==> config.mk <==
export PLATFORM = sky130hd
export DESIGN_NAME = alu_z_capture
export DESIGN_NICKNAME = d
export VERILOG_FILES = /design/src/rtl/alu_z_capture.sv
export SDC_FILE = /design/constraint.sdc
export NUM_CORES = 1
export LEC_CHECK = 0
export ABC_AREA = 1
export CORE_UTILIZATION = 40
export DETAILED_ROUTE_END_ITERATION = 8
export PLACE_DENSITY = 0.72
export SYNTH_ARGS = -nofsm -noshare
export SYNTH_HDL_FRONTEND = slang
export SYNTH_SLANG_ARGS = --single-unit
==> constraint.sdc <==
create_clock -name clk -period 5.7 [get_ports clk]
set_input_delay 0.855 -clock clk [delete_from_list [all_inputs] [get_ports clk]]
set_output_delay 0.855 -clock clk [all_outputs]
set_load 0.01 [all_outputs]
==> src/rtl/alu_z_capture.sv <==
// alu_z_capture: result-capture stage behind the 32-bit ALU.
// Waits for the ALU output to settle, then latches the 64-bit result into
// Z and, for mul/div, into HI/LO.
// Handshake: busy while the capture is in progress, and a one-cycle done pulse.
// Optional feature macro: ALU_FLAGS_EN builds the zero/negative flag registers.
// When the macro is undefined, zero_flag and neg_flag are tied to 0.
module alu_z_capture #(
    parameter int REG_SIZE    = 32,
    parameter int MULDIV_WAIT = 4   // settle cycles for mul/div, legal 1..15
) (
    input  logic                    clk,
    input  logic                    rst,
    input  logic                    start,
    input  logic [3:0]              ctrl_sig,
    input  logic [2*REG_SIZE-1:0]   alu_result,
    output logic                    busy,
    output logic                    done,
    output logic                    illegal_op,
    output logic [REG_SIZE-1:0]     z_hi,
    output logic [REG_SIZE-1:0]     z_lo,
    output logic [REG_SIZE-1:0]     hi_out,
    output logic [REG_SIZE-1:0]     lo_out,
    output logic                    zero_flag,
    output logic                    neg_flag
);

    localparam logic [3:0] OP_MUL   = 4'b1000;
    localparam logic [3:0] OP_DIV   = 4'b1001;
    localparam logic [3:0] CNT_LOAD = 4'(MULDIV_WAIT - 1);

    typedef enum logic [1:0] {
        IDLE    = 2'd0,
        WAIT    = 2'd1,
        CAPTURE = 2'd2
    } state_t;

    state_t     state;
    logic [3:0] cnt;
    logic [3:0] op_q;

    function automatic logic is_muldiv(input logic [3:0] op);
        return (op == OP_MUL) || (op == OP_DIV);
    endfunction

    // Opcodes 1100..1111 have no ALU function behind them.
    function automatic logic is_illegal(input logic [3:0] op);
        return op[3:2] == 2'b11;
    endfunction

    assign busy = (state != IDLE);

    // Control FSM plus the Z/HI/LO result registers and the registered handshake pulses.
    // NOTE: every register here uses non-blocking assignment so all state updates see pre-edge values.
    always_ff @(posedge clk or posedge rst) begin
        if (rst) begin
            state      <= IDLE;
            cnt        <= 4'd0;
            op_q       <= 4'd0;
            done       <= 1'b0;
            illegal_op <= 1'b0;
            z_hi       <= '0;
            z_lo       <= '0;
            hi_out     <= '0;
            lo_out     <= '0;
        end else begin
            done       <= 1'b0;
            illegal_op <= 1'b0;
            case (state)
                IDLE: begin
                    if (start) begin
                        op_q <= ctrl_sig;
                        if (is_muldiv(ctrl_sig)) begin
                            cnt   <= CNT_LOAD;
                            state <= WAIT;
                        end else begin
                            state <= CAPTURE;
                        end
                    end
                end
                WAIT: begin
                    if (cnt == 4'd0) begin
                        state <= CAPTURE;
                    end else begin
                        cnt <= cnt - 4'd1;
                    end
                end
                CAPTURE: begin
                    state <= IDLE;
                    done  <= 1'b1;
                    if (is_illegal(op_q)) begin
                        illegal_op <= 1'b1;
                    end else begin
                        z_hi <= alu_result[2*REG_SIZE-1:REG_SIZE];
                        z_lo <= alu_result[REG_SIZE-1:0];
                        if (is_muldiv(op_q)) begin
                            hi_out <= alu_result[2*REG_SIZE-1:REG_SIZE];
                            lo_out <= alu_result[REG_SIZE-1:0];
                        end
                    end
                end
                default: state <= IDLE;
            endcase
        end
    end

`ifdef ALU_FLAGS_EN
    // Status flags follow the low word being captured, and only for legal opcodes.
    always_ff @(posedge clk or posedge rst) begin
        if (rst) begin
            zero_flag <= 1'b0;
            neg_flag  <= 1'b0;
        end else if (state == CAPTURE && !is_illegal(op_q)) begin
            zero_flag <= (alu_result[REG_SIZE-1:0] == '0);
            neg_flag  <= alu_result[REG_SIZE-1];
        end
    end
`else
    // Flags are not built in this configuration.
    assign zero_flag = 1'b0;
    assign neg_flag  = 1'b0;
`endif

endmodule

==> run summary <==
Yosys top cell area share - 0.590
Die Wd - 123 um
Pleak - 3.93 nW
compound-gate portion of the synthesized area - 0.187
CTS Buf Count - 17
Setup crit start kind - register
cell count after synthesis - 548
Hold Crit Class - reg2reg
Tightest Pin Transition - 1030 ps
CTS clock-pin slew for the worst setup and hold paths - 50 ps
DR pass1 iterations - 4
fraction of layout cells with a size suffix above 1 - 0.198
number of port buffers - 200
antenna violations before repair - 0
clock sinks - 139
Synth Area in XOR/XNOR - 0.00149
CP endpoint kind - output port
WP data required - 4850 ps
Synth area leader - dfrtp_1
Synth Area per Inst - 10.7 um^2
Max clock buf depth - 2
Overflow after GRT - 0
Final Cycle Share - 0.426
ys async rst share - 1.00
max-cap violations - 0
minimum clock period - 2430 ps
Final Util - 0.592
Seq cells post-synth - 139
total core area - 14,100 um^2
Synth Area in Simple Gates - 0.113
1st-iter DRT viols - 143
multiplexer area fraction after synthesis - 0
Root Driver - clkbuf_16
Post-Synth Adder-Cell Area - 0.00425
maximum vdd drop - 0.274 mV
std cell rows - 43
WHS - 477 ps
die height - 123 um
commonest cells in the netlist - 145 x nand2_1, 139 x dfrtp_1, 111 x o21ai_2, 75 x inv_1, 27 x buf_6
final wirelength - 12,900 um
vias per cell - 4.55
RePlAce Congestion - 0.798
antenna cells - 0
post-cts resize count - 0
outcome - finished clean
Post-CTS Setup Inserts - 0
largest family of logic cells by synthesized area - compound AO/OA/AOI/OAI gates
clock latency on the worst-skew pair - 410 ps
Final Hold Violating Endpoints - 0
fmax - 0.412 GHz
first-pass GRT wire length - 21,000 um
all-layer global routing usage - 0.178
vias in the first global route - 4,373
number of flops mapped to enable cells by yosys - 0
post-synth cell types - 21
pin count of the biggest net entering global routing - 129
YS warnings - 0
top cells by area, synth - dfrtp_1 59%, o21ai_2 17%, nand2_1 9.2%
drt wl/cell - 13.9 um
H-Tree Depth - 4
Remaining DRCs - 0
top-count cell post-synth - nand2_1
Die Footprint - 15,200 um^2
placed cell area - 7830 um^2
final instance area - 8340 um^2
vias after detailed routing - 4,227
dominant synthesized flop cell - dfrtp_1
CP Max Fanout - 4
Power Dens Cells - 602 nW/um^2
worst clock skew - 4.70 ps
WS Path Type - reg2out
Slew headroom - 0.311
Sum Neg Setup Slack - 0 ps
# hold bufs at CTS - 0
TritonCTS clock tree - built
Final setup viols - 0
Synth Cell Area - 5890 um^2
Ports - 204
nets@finish - 813
CP arrival - 1570 ps
post-synthesis sequential area ratio - 0.590
Slew Viols, Final - 0
Post-DRT Antenna Nets - 0
Initial Util - 0.418
RSZ-0062 raised after global routing - false
post-DP HPWL - 8770 um
synth-to-layout area growth - 41.7%
==> state kept, by name, summed over array words and instances, names as in the netlist <==
register,flops
done,1
z_lo,32
illegal_op,1
lo_out,32
op_q,3
z_hi,32
hi_out,32
state,2
cnt,4
==> metrics by stage <==
stage | worst slack (ps) | power (mW) | instances
5_1_grt | 3170 | 5.38 | 929
3_5_place_dp | 3120 | 4.10 | 901
2_1_floorplan | 1120 | 3.03 | 549
6_report | 3270 | 5.03 | 929
4_1_cts | 3250 | 5.10 | 929
3_3_place_gp | 3150 | 4.03 | 901
==> area by class of cell <==
class / count / area, um^2
inverter: 76 / 290
fill: 1195 / 5750
timing repair buffer: 202 / 2020
tap: 180 / 225
clock inverter: 3 / 15.0
sequential: 139 / 3480
clock buffer: 25 / 495
multi-input combinational: 304 / 1820
==> per-layer routing <==
layer  GRT usage  vias to the layer above  share of wire
li1            -                     2096              -
met5           0                        -              0
met4      0.0648                        0          0.013
met2       0.282                      132           0.48
met3      0.0830                       13          0.098
met1       0.212                     1986           0.41
==> cells in the final DEF, fill, tap and decap left out <==
| master | instances |
|---|---|
| nor3_1 | 1 |
| clkdlybuf4s50_1 | 200 |
| inv_2 | 1 |
| nor2_4 | 2 |
| xnor2_1 | 1 |
| nand2_2 | 2 |
| a21oi_1 | 1 |
| o21ai_1 | 17 |
| ha_1 | 2 |
| clkbuf_8 | 4 |
| o21bai_1 | 1 |
| buf_4 | 2 |
| nand2_4 | 3 |
| nand3_1 | 3 |
| nor2_1 | 5 |
| o21ai_0 | 6 |
| conb_1 | 2 |
| o21ai_2 | 111 |
| clkbuf_1 | 4 |
| clkbuf_16 | 17 |
| inv_1 | 74 |
| nor3_2 | 1 |
| nand2_8 | 1 |
| inv_6 | 1 |
| nand2_1 | 145 |
| dfrtp_1 | 139 |
| clkinv_2 | 3 |
==> where the power goes <==
part	switching (mW)	internal, mW	leakage, nW
Sequential	0.265	1.48	1.70
Combinational	1.14	1.19	1.98
Clock	0.365	0.590	0.255
==> critical path: stages, from the launching register on <==
cell	delay, ps
dfrtp_1	430
inv_1	70
nand2_2	110
clkdlybuf4s50_1	550
==> cell families (layout without fill, tap and decap cells) <==
| family | after synthesis | in the layout |
|---|---|---|
| compound gates | 136 | 136 |
| xor+xnor | 1 | 1 |
| fa+ha+maj | 2 | 2 |
| buf+inv | 106 | 306 |
| flops | 139 | 139 |
| other cells | 1 | 2 |
| simple gates | 163 | 163 |
==> path summary, 6_finish.rpt <==
path,from,to,slack (ps),depth (start not counted)
max,state[0],busy,3270,3
min,z_hi[13],z_hi[13],480,2
max reg2reg,state[1],z_lo[19],3420,6
min reg2reg,z_hi[13],z_hi[13],480,2
max in group asynchronous,rst,z_hi[25],3640,3
min in group asynchronous,rst,hi_out[2],1000,2
Note: power is estimated with default switching activity, not from simulation.
